===== config.mk =====
export PLATFORM = sky130hd
export DESIGN_NAME = rf_wb_arbiter
export DESIGN_NICKNAME = d
export VERILOG_FILES = /design/src/rtl/rf_wb_arbiter.sv
export SDC_FILE = /design/constraint.sdc
export NUM_CORES = 1
export LEC_CHECK = 0
export ABC_AREA = 1
export ABC_CLOCK_PERIOD_IN_PS = 2080
export BUFFER_PORTS_ARGS = -buffer_cell sky130_fd_sc_hd__buf_2
export CORE_MARGIN = 1
export CORE_UTILIZATION = 40
export CTS_CLUSTER_SIZE = 25
export DETAILED_ROUTE_END_ITERATION = 8
export PLACE_DENSITY = 0.77
export SLEW_MARGIN = 20
export SYNTH_ARGS = -nofsm -noshare
export SYNTH_HDL_FRONTEND = slang
export SYNTH_SLANG_ARGS = --single-unit

===== constraint.sdc =====
create_clock -name clk -period 2.08 [get_ports clk]
set_input_delay 0.208 -clock clk [delete_from_list [all_inputs] [get_ports clk]]
set_output_delay 0.208 -clock clk [all_outputs]
set_load 0.005 [all_outputs]

===== src/rtl/rf_wb_arbiter.sv =====
`default_nettype none
// ============================================================================
// Module   : rf_wb_arbiter
// Purpose  : Round-robin arbiter for the register-file write port. Writes to
//            r0 are consumed without asserting RegWrite. Defining
//            RF_WB_BYPASS_EN adds write-to-read forwarding on ports a and b.
// Revision : 1.0  initial release
// ============================================================================
module rf_wb_arbiter #(
    parameter int N = 3
) (
    input  logic            clk,
    input  logic            rst,
    input  logic            hold,
    input  logic [N-1:0]    req_valid,
    input  logic [5*N-1:0]  req_addr,
    input  logic [32*N-1:0] req_data,
    output logic [N-1:0]    req_ready,
    output logic            RegWrite,
    output logic [4:0]      rc,
    output logic [31:0]     dc
`ifdef RF_WB_BYPASS_EN
    ,
    input  logic [4:0]      ra,
    input  logic [4:0]      rb,
    input  logic [31:0]     da_rf,
    input  logic [31:0]     db_rf,
    output logic [31:0]     da,
    output logic [31:0]     db
`endif
);

    localparam int               PTR_W      = $clog2(N);
    localparam logic [PTR_W-1:0] C_PTR_LAST = PTR_W'(N - 1);

    logic [PTR_W-1:0] r_ptr;
    logic [PTR_W-1:0] w_ptr_next;
    logic [PTR_W-1:0] w_sel;
    logic [N-1:0]     w_grant;
    logic             w_accept;
    logic [4:0]       w_addr;
    logic [31:0]      w_data;

    // Scan requesters starting at r_ptr; the first valid one wins.
    always_comb begin
        int idx;
        idx      = 0;
        w_grant  = '0;
        w_sel    = '0;
        w_accept = 1'b0;
        if (!rst && !hold) begin
            for (int off = 0; off < N; off++) begin
                idx = int'(r_ptr) + off;
                if (idx >= N) begin
                    idx = idx - N;
                end
                if (!w_accept && req_valid[idx]) begin
                    w_grant[idx] = 1'b1;
                    w_sel        = PTR_W'(idx);
                    w_accept     = 1'b1;
                end
            end
        end
    end

    always_comb begin
        w_addr = '0;
        w_data = '0;
        for (int i = 0; i < N; i++) begin
            if (w_grant[i]) begin
                w_addr = req_addr[5*i +: 5];
                w_data = req_data[32*i +: 32];
            end
        end
    end

    assign w_ptr_next = (w_sel == C_PTR_LAST) ? '0 : w_sel + 1'b1;
    assign req_ready  = w_grant;

    always_ff @(posedge clk) begin
        if (rst) begin
            r_ptr    <= '0;
            RegWrite <= 1'b0;
            rc       <= '0;
            dc       <= '0;
        end else begin
            RegWrite <= w_accept && (w_addr != 5'd0);
            if (w_accept) begin
                r_ptr <= w_ptr_next;
                rc    <= w_addr;
                dc    <= w_data;
            end
        end
    end

`ifdef RF_WB_BYPASS_EN
    // r0 reads as zero regardless of what the register file returns.
    assign da = (ra == 5'd0) ? 32'd0 : ((RegWrite && rc == ra) ? dc : da_rf);
    assign db = (rb == 5'd0) ? 32'd0 : ((RegWrite && rc == rb) ? dc : db_rf);
`endif

endmodule
`default_nettype wire

==> impl_metrics.yaml, run 1 <==
timing:
  timing.fmax_mhz: 449
  min_period_over_period_pct: 107
  hold_violations: 0
  rsz0062_at_grt: "true"
  fin_ws_ns: -0.145
  skew_ns: 0.00406
  worst_pin_slew_ns: 0.835
  slew_headroom_pct: 44.2
  holdWs_ns: 0.124
  finalCriticalPeriod_ns: 2.22
  setup_viol: 38
  slew_violations: 0
clock_tree:
  hold_buffers: 0
  cts_made_buffers: 5
  cts.sinks: 40
  cts_buffer_depth: 2
  clock_latency_ns: 0.28
  htreeDepth: 2
  root_buffer: "clkbuf_8"
  clkTransAtPathRegs_ns: 0.08
  cts_tree: "built"
power:
  swShare_pct: 43.1
  p_clk_share_pct: 9.5
  p_comb_share_pct: 67.3
  power.internal_mw: 3.07
  p_sw_mw: 2.33
  power_leakage_nw: 2.35
  peakVddDrop_mv: 0.664
  p_per_area_nw_per_um2: 1220
  power_mw: 5.40
  power_frac_seq_pct: 23.2
logic_synthesis:
  synthTopCellsByArea: "dfxtp_1 30%, nand2_1 22%, a21oi_1 8.0%"
  syn_area_per_cell_um2: 6.40
  ys_seq_area_share_pct: 29.8
  ys_warn_count: 0
  yosys.area.top_type: "dfxtp_1"
  synth_area_um2: 2690
  synth_nets: 541
  syn_inst: 420
  ys_ff_latch: 40
  yosys.area.top_type_share_pct: 29.8
  synth_cell_type_count: 34
placed_design:
  hpwl_um: 6270
  gp_congestion: 0.911
  placed_area_um2: 3770
  dp_slack_ns: -0.137
  port_buffers: 157
cells_and_area:
  layout_commonest_cell: "buf_2"
  drive_gt1_share_pct: 51.1
  fin_area_um2: 4420
  mostFrequentLayoutCells: "156 x buf_2, 146 x nand2_1, 38 x dfxtp_1"
  final_nets: 737
  multi_input_area_um2: 1850
  final_util_pct: 68.8
  regArea_um2: 806
  num-fill-cells: 524
  diodes: 0
  area_growth_pct: 64.4
run:
  maxCapViolCount: 0
global_routing:
  antenna_found_initial: 1
  grt_first_pass_wirelength_um: 14400
  grt_max_degree: 38
  grt_pass1_vias: 3242
  globalRouteTotalUtil_pct: 25.3
  overflow: 0
setup_path:
  slowest_delay_ns: 0.34
  crit_path_start_kind: "flip-flop"
  crit_buf_inv: 9
  crit_chain: "inv_2 > ha_4 > inv_4 > nand3_1 > o21ai_4 > buf_6 > buf_4 > buf_4 > inv_1 > nand2_2 > nand2_2 > clkinv_4 > buf_4 > buf_16 > a21oi_1 > a21oi_1"
  timing_worst_setup_path_type: "reg -> reg"
  cp.arrival_ns: 2.39
  crit_top_cell: "buf_4"
  end_kind: "flip-flop"
  worstPathMaxFanout: 11
  critPathSlowestCell: "dfxtp_2"
  crit_family: "buffers and inverters"
  required_ns: 2.24
die:
  die_w_um: 84.0
  core_um2: 6420
  start_util_pct: 41.9
  ios: 158
  dieArea_um2: 7050
  rows: 29
  die_y_um: 84.0
detailed_routing:
  drtIter0Drc: 132
  vias: 3447
  routed_wl_um: 9140
  final_antenna_net_count: 0
  via_per_inst: 4.97
  drc_errors: 28
  firstDrtPassIters: 7
  avgRoutedWirePerCell_um: 13.2
min_path:
  hold_class: "in -> reg"
outcome:
  status: "finished, violations left"
  violations: "DRC, setup timing"
## per-layer routing
layer,global-route usage (%),wire length [um],vias up
li1,-,-,1746
met1,28.6,3680,1539
met2,47.1,4670,150
met3,5.44,662,12
met4,7.37,129,0
met5,0,0,-
## cell usage after synthesis
cell type / n
buf_8: 1
buf_12: 1
nor2_1: 12
nor2_4: 1
buf_2: 6
nand2_4: 4
a21oi_1: 43
nand4_1: 3
o21ai_0: 9
clkbuf_2: 1
nor3_1: 1
nor2_2: 10
o21ai_4: 1
nor2_8: 1
or2_1: 3
dfxtp_1: 40
a31oi_1: 1
o21ai_1: 9
nand2_2: 9
nand3b_1: 1
nand3_1: 37
or2_2: 1
inv_1: 28
o211ai_1: 8
clkbuf_1: 6
inv_2: 6
buf_4: 1
a21oi_2: 3
buf_6: 6
nand3_2: 4
ha_1: 4
nand2_1: 156
inv_4: 1
o31ai_1: 2
## per-stage QoR
step	setup TNS, ns	instances
after floorplan	0	420
after global placement	-0.300	662
after detailed placement	-3.43	662
after CTS	-0.398	689
after global routing	-6.06	694
final	-1.75	694
## power by group through the flow
stage	Clock [mW]	Sequential [mW]	Combinational [mW]
floorplan	0	1.25	1.60
global placement	0	1.23	2.65
detailed placement	0	1.23	2.71
CTS	0.534	1.24	3.29
global route	0.563	1.29	3.99
finish	0.512	1.25	3.63
## sequential cells by signal, indices dropped and copies added (netlist names)
signal / cells
rc: 5
dc: 32
RegWrite: 1
r_ptr: 2
## layout make-up
type	instances	share of cell area, %
sequential	40	18.2
clock inverter	3	0.424
tap	77	2.18
clock buffer	5	1.56
timing repair buffer	211	32.4
multi-input combinational	323	41.9
inverter	35	3.31
## path summary, 6_finish.rpt
path | from | to | slack, ns | cells after the start
min | req_data[64] | dc[0] | 0.12 | 3
max | r_ptr[0] | dc[24] | -0.14 | 16
min reg2reg | rc[4] | rc[4] | 0.47 | 2
max reg2reg | r_ptr[0] | dc[24] | -0.14 | 16
## timing repair
item,in CTS,in global routing
endpoints found under the setup margin,40,43
endpoints found under the hold margin,0,0
gates resized for setup,40,50
setup buffers,17,6
pin swaps,12,13
cloned,2,1
## logic make-up after synthesis
family          count (synthesis)  share of synthesized area (%)
simple gates                  243                           41.2
compound gates                 76                           16.0
buf+inv                        57                           11.2
flops                          40                           29.8
fa+ha+maj                       4                           1.86
## worst reg2reg max path: stages, from the launching register on
cell and delay (ns):
dfxtp_2 0.34, inv_2 0.05, ha_4 0.28, inv_4 0.05, nand3_1 0.11, o21ai_4 0.09, buf_6 0.14, buf_4 0.12
buf_4 0.12, inv_1 0.05, nand2_2 0.05, nand2_2 0.09, clkinv_4 0.09, buf_4 0.15, buf_16 0.15, a21oi_1 0.15
a21oi_1 0.08
Note: power is estimated with default switching activity, not from simulation.
==> run 2, diff against run 1 <==
==> constraint.sdc (replaced) <==
create_clock -name clk -period 2.08 [get_ports clk]
set_input_delay 0.416 -clock clk [delete_from_list [all_inputs] [get_ports clk]]
set_output_delay 0.416 -clock clk [all_outputs]
set_load 0.005 [all_outputs]
==> run 2 against run 1 <==
The run still ends with DRC, setup timing left. Register-to-register slack worse by 0.02 ns. Clock power grew 36%. Combinational power shrank 4%. Highest routed layer unchanged.
==> impl_metrics.yaml, run 2 (synthesized netlist as in run 1, its figures left out) <==
detailed_routing:
  drc_errors: 28
  firstDrtPassIters: 7
  via_per_inst: 5.00
  drtIter0Drc: 188
  vias: 3427
  avgRoutedWirePerCell_um: 13.7
  routed_wl_um: 9410
  final_antenna_net_count: 0
global_routing:
  grt_util_met1_pct: 29.4
  met2_usage_pct: 45.5
  grt_use_met3_pct: 5.74
  overflow: 0
  busiest_layer: "met2"
  antenna_found_initial: 0
  grt_first_pass_wirelength_um: 14400
  grt_max_degree: 38
  grt_pass1_vias: 3211
  globalRouteTotalUtil_pct: 25.3
timing:
  finalCriticalPeriod_ns: 2.27
  slew_violations: 0
  holdWs_ns: 0.321
  finalSetupTns_ns: -2.56
  slew_headroom_pct: 54.5
  fin_ws_ns: -0.186
  hold_violations: 0
  rsz0062_at_grt: "true"
  timing.fmax_mhz: 441
  skew_ns: 0.00282
  worst_pin_slew_ns: 0.682
  setup_viol: 31
  min_period_over_period_pct: 109
die:
  start_util_pct: 41.9
  dieArea_um2: 7050
  die_y_um: 84.0
  die_w_um: 84.0
  core_um2: 6420
  rows: 29
  ios: 158
setup_path:
  crit_path_start_kind: "flip-flop"
  required_ns: 1.66
  reg2reg_from: "r_ptr[0]"
  end_kind: "output pin"
  cp.arrival_ns: 1.85
  ff2ff_setup_slack_ns: -0.16
  reg2reg_depth: 17
  r2r-end: "dc[18]"
  cp-startpoint: "r_ptr[0]"
  worstPathMaxFanout: 6
  timing_worst_setup_path_type: "reg -> out"
placed_design:
  dp.cells: 657
  dp_slack_ns: -0.193
  gp_congestion: 0.879
  port_buffers: 157
  hpwl_um: 6360
  placed_area_um2: 3690
outcome:
  status: "finished, violations left"
  violations: "DRC, setup timing"
clock_tree:
  cts.sinks: 40
  clkTransAtPathRegs_ns: 0.08
  cts_tree: "built"
  htreeDepth: 2
  clock_latency_ns: 0.31
  root_buffer: "clkbuf_8"
  hold_buffers: 0
  cts_buffer_depth: 2
  cts_made_buffers: 5
min_path:
  hold_depth: 3
  hold_class: "in -> reg"
  worstHoldStart: "req_data[64]"
  hold_end: "dc[0]"
power:
  peakVddDrop_mv: 0.546
  power_mw: 5.42
  p_per_area_nw_per_um2: 1250
  power_leakage_nw: 2.35
cells_and_area:
  fin_area_um2: 4350
  layout_commonest_cell: "buf_2"
  area_growth_pct: 61.7
  stdcell_count: 686
  largest_register_ffs: 32
  final_util_pct: 67.7
  reg_top3: "dc x32, rc x5, r_ptr x2"
  num-fill-cells: 577
  mostFrequentLayoutCells: "154 x buf_2, 134 x nand2_1, 38 x dfxtp_1"
  drive_gt1_share_pct: 49.9
  regMostFlops: "dc"
  final_nets: 729
  diodes: 0
run:
  maxCapViolCount: 0
-- run 2: cell types whose count changed in the layout (fill, tap and decap cells not counted), moves of 3 or more --
cell | before | now
nand2_4 | 4 | 10
nand2_1 | 146 | 134
a21oi_2 | 23 | 12
o21ai_2 | 7 | 4
nand2_2 | 17 | 25
o21ai_1 | 6 | 9
a21oi_1 | 22 | 34
-- run 2: what timing repair did --
item,in CTS,in global routing
gates resized for setup,36,51
endpoints found under the setup margin,40,42
pin swaps,17,13
gates cloned,0,3
buffers inserted,14,5
-- run 2: per-layer routing --
metal,vias to the layer above,wire length [um]
met5,-,0
met4,0,144
met3,15,654
met2,135,4750
met1,1547,3860
li1,1730,-
-- run 2: power by group --
part | switching [mW] | internal [mW] | total (mW)
Clock | 0.305 | 0.393 | 0.698
Sequential | 0.164 | 1.08 | 1.24
Combinational | 1.85 | 1.64 | 3.48
-- run 2: area by class of cell --
cell class,instances,area [um2],share of cell area [%]
multi-input combinational,323,1840,42.2
timing repair buffer,203,1340,30.8
sequential,40,806,18.5
inverter,35,151,3.48
tap,77,96.3,2.22
clock buffer,6,82.6,1.90
clock inverter,2,38.8,0.892
-- run 2: critical path, stage by stage, from the launching register on --
cell and delay (ns):
dfxtp_4 0.37, buf_6 0.10, ha_4 0.19, inv_6 0.07, nand3_4 0.09, nand3_4 0.09
nor2_4 0.19, nand3_2 0.12, nand2_2 0.10, nand2_4 0.05, inv_2 0.08, buf_6 0.09
-- run 2: worst max path at each step --
stage / cells past startpoint / end
floorplan: 12 / req_ready[1]
global placement: 14 / RegWrite
detailed placement: 15 / dc[16]
CTS: 10 / req_ready[2]
global route: 11 / req_ready[2]
finish: 11 / req_ready[2]
==> run 3, diff against run 2 <==
--- a/config.mk
+++ b/config.mk
@@ -5,14 +5,14 @@
 export SDC_FILE = /design/constraint.sdc
 export NUM_CORES = 1
 export LEC_CHECK = 0
-export ABC_AREA = 1
+export ABC_AREA = 0
 export ABC_CLOCK_PERIOD_IN_PS = 2080
 export BUFFER_PORTS_ARGS = -buffer_cell sky130_fd_sc_hd__buf_2
 export CORE_MARGIN = 1
-export CORE_UTILIZATION = 40
+export CORE_UTILIZATION = 38
 export CTS_CLUSTER_SIZE = 25
 export DETAILED_ROUTE_END_ITERATION = 8
-export PLACE_DENSITY = 0.77
+export PLACE_DENSITY = 0.78
 export SLEW_MARGIN = 20
 export SYNTH_ARGS = -nofsm -noshare
 export SYNTH_HDL_FRONTEND = slang
==> run 3 against run 2 <==
Sequential cell count did not move. Critical path depth stayed put. First-iteration DRC count is 43% lower. Sequential power down 26%. Final area up 2.0%. Worst hold slack gained 0.033 ns. Largest cell class unchanged. Highest routed layer unchanged. Non-clock buffer count rose by 27. Largest power group unchanged. The flow finishes with violations (setup timing). Via count shrank 8.0%. Setup slack worse by 0.30 ns. Global-route usage increased by 4.0 points.
==> impl_metrics.yaml, run 3 <==
clock_tree:
  cts_tree: "built"
  root_buffer: "clkbuf_8"
  cts_made_buffers: 5
  clkTransAtPathRegs_ns: 0.09
  htreeDepth: 2
  cts_buffer_depth: 2
  cts.sinks: 40
  clock_latency_ns: 0.29
  hold_buffers: 0
setup_path:
  worstPathMaxFanout: 8
  slowest_delay_ns: 0.50
  cp-startpoint: "r_ptr[0]"
  required_ns: 2.25
  timing_worst_setup_path_type: "reg -> reg"
  cp.arrival_ns: 2.74
  crit_chain: "inv_4 > ha_4 > inv_4 > o41ai_4 > and3_4 > a31oi_4 > buf_4 > buf_8 > nor2_4 > a21oi_2 > or4_1"
  crit_top_cell: "inv_4"
  crit_family: "simple AND/OR/NAND/NOR gates"
  crit_path_start_kind: "flip-flop"
  ff2ff_setup_slack_ns: -0.49
  end_kind: "flip-flop"
  crit_buf_inv: 4
  critPathSlowestCell: "or4_1"
  reg2reg_from: "r_ptr[0]"
  r2r-end: "RegWrite"
  reg2reg_depth: 11
global_routing:
  grt_first_pass_wirelength_um: 14400
  grt_max_degree: 39
  antenna_found_initial: 0
  globalRouteTotalUtil_pct: 29.3
  grt_pass1_vias: 3107
  overflow: 0
placed_design:
  port_buffers: 157
  hpwl_um: 6320
  dp_slack_ns: -0.318
  placed_area_um2: 3550
  gp_congestion: 0.833
power:
  power_leakage_nw: 1.97
  p_per_area_nw_per_um2: 611
  peakVddDrop_mv: 0.330
cells_and_area:
  largest_register_ffs: 32
  fin_area_um2: 4430
  mostFrequentLayoutCells: "156 x buf_2, 41 x buf_4, 39 x o21ai_1"
  reg_top3: "dc x32, rc x5, r_ptr x2"
  final_nets: 610
  regMostFlops: "dc"
  final_util_pct: 78.6
  layout_commonest_cell: "buf_2"
  drive_gt1_share_pct: 64.3
  area_growth_pct: 93.7
  diodes: 0
  num-fill-cells: 339
logic_synthesis:
  synth_top_flop_cell: "dfxtp_1"
  ys_warn_count: 0
  ys_ff_latch: 40
  synth_common_cells: "40 x dfxtp_1, 33 x o21ai_1, 32 x nand2_1"
  async_flop_share_pct: 0
  synth_edf_count: 0
  synthTopCellsByArea: "dfxtp_1 35%, a221oi_1 8.8%, o21ai_1 7.2%"
  synth_most_common_cell: "dfxtp_1"
  yosys.area.top_type_share_pct: 35.0
  syn_inst: 278
  synth_area_um2: 2290
  ys_seq_area_share_pct: 35.0
  synth_cell_type_count: 48
  synth_nets: 399
  yosys.area.top_type: "dfxtp_1"
  syn_area_per_cell_um2: 8.24
detailed_routing:
  drc_errors: 0
  drtIter0Drc: 108
  final_antenna_net_count: 0
  firstDrtPassIters: 4
  routed_wl_um: 10400
  via_per_inst: 5.61
  vias: 3154
  avgRoutedWirePerCell_um: 18.5
timing:
  skew_ns: 0.0113
  hold_violations: 0
  setup_viol: 43
  timing.fmax_mhz: 389
  rsz0062_at_grt: "true"
  worst_pin_slew_ns: 0.513
  min_period_over_period_pct: 124
  slew_headroom_pct: 65.6
  slew_violations: 0
  fin_ws_ns: -0.490
  finalCriticalPeriod_ns: 2.57
die:
  start_util_pct: 40.6
  die_y_um: 79.6
  core_um2: 5640
  rows: 27
  dieArea_um2: 6340
  die_w_um: 79.6
  ios: 158
outcome:
  violations: "setup timing"
  status: "finished, violations left"
min_path:
  hold_class: "in -> reg"
  worstHoldStart: "req_data[79]"
  hold_end: "dc[15]"
  hold_depth: 3
run:
  maxCapViolCount: 0
run 3: changes by cell type after synthesis, sizes merged, moves of 4 or more:
cell and change:
a21o +4, inv -28, nor2b +10, a221oi +23, nand3 -39, a21oi -36
nand2 -137, a22oi +18, o211ai -8, nor2 -15, o21ai +42
run 3: through the flow:
stage	hold WS [ns]	cells	power, mW	TNS, ns
after floorplan	0.443	278	1.43	-2.41
after global placement	0.430	519	1.80	-4.75
after detailed placement	0.435	519	1.82	-7.46
after CTS	0.331	546	2.50	-6.93
after global routing	0.355	562	2.84	-12.82
final	0.354	562	2.71	-9.10
run 3: power by group:
group          internal (mW)  switching [mW]
Sequential             0.863          0.0523
Clock                  0.234           0.295
Combinational          0.684           0.582
Total                   1.78           0.929
run 3: worst min-delay path, delay by kind of cell:
family                 cells  cell delay [ns]
AOI/OAI and AO/OA          2             0.13
buffers and inverters      1             0.07
run 3: repair_timing:
action,4_1_cts,5_1_grt
resized for setup,39,63
endpoints found under the setup margin,39,43
pin swaps,7,32
cloned,1,6
setup buffers,18,12
run 3: worst max path at each step:
stage,to,slack (ns),cells after the start
2_1_floorplan,RegWrite,-0.18,11
3_3_place_gp,RegWrite,-0.22,10
3_5_place_dp,RegWrite,-0.32,10
4_1_cts,RegWrite,-0.34,13
5_1_grt,RegWrite,-0.53,11
6_report,RegWrite,-0.49,11
run 3: cell type report:
| type | count | area, um2 | share of cell area [%] |
|---|---|---|---|
| multi-input cells | 205 | 1820 | 41.0 |
| repair buffers | 230 | 1600 | 36.1 |
| flip-flops and latches | 40 | 806 | 18.2 |
| well taps | 72 | 90.1 | 2.03 |
| clock buffers | 5 | 68.8 | 1.55 |
| inverters | 7 | 31.3 | 0.705 |
| clock inverters | 3 | 18.8 | 0.423 |
run 3: routing by layer:
layer  wire [um]  GRT usage, %
met4         502          13.3
met3         696          5.60
met2        5360          53.4
met1        3830          32.5
met5           0             0
run 3: logic make-up (layout without fill, tap and decap cells):
family                     Yosys count  in the layout  synth area share, %
AOI/OAI and AO/OA                  131            131                 39.7
adders and majority gates            5              5                 2.62
buffers and inverters               33            245                 7.16
DFF                                 40             40                 35.0
muxes                                2              2                0.929
and+or+nand+nor                     67             67                 14.6
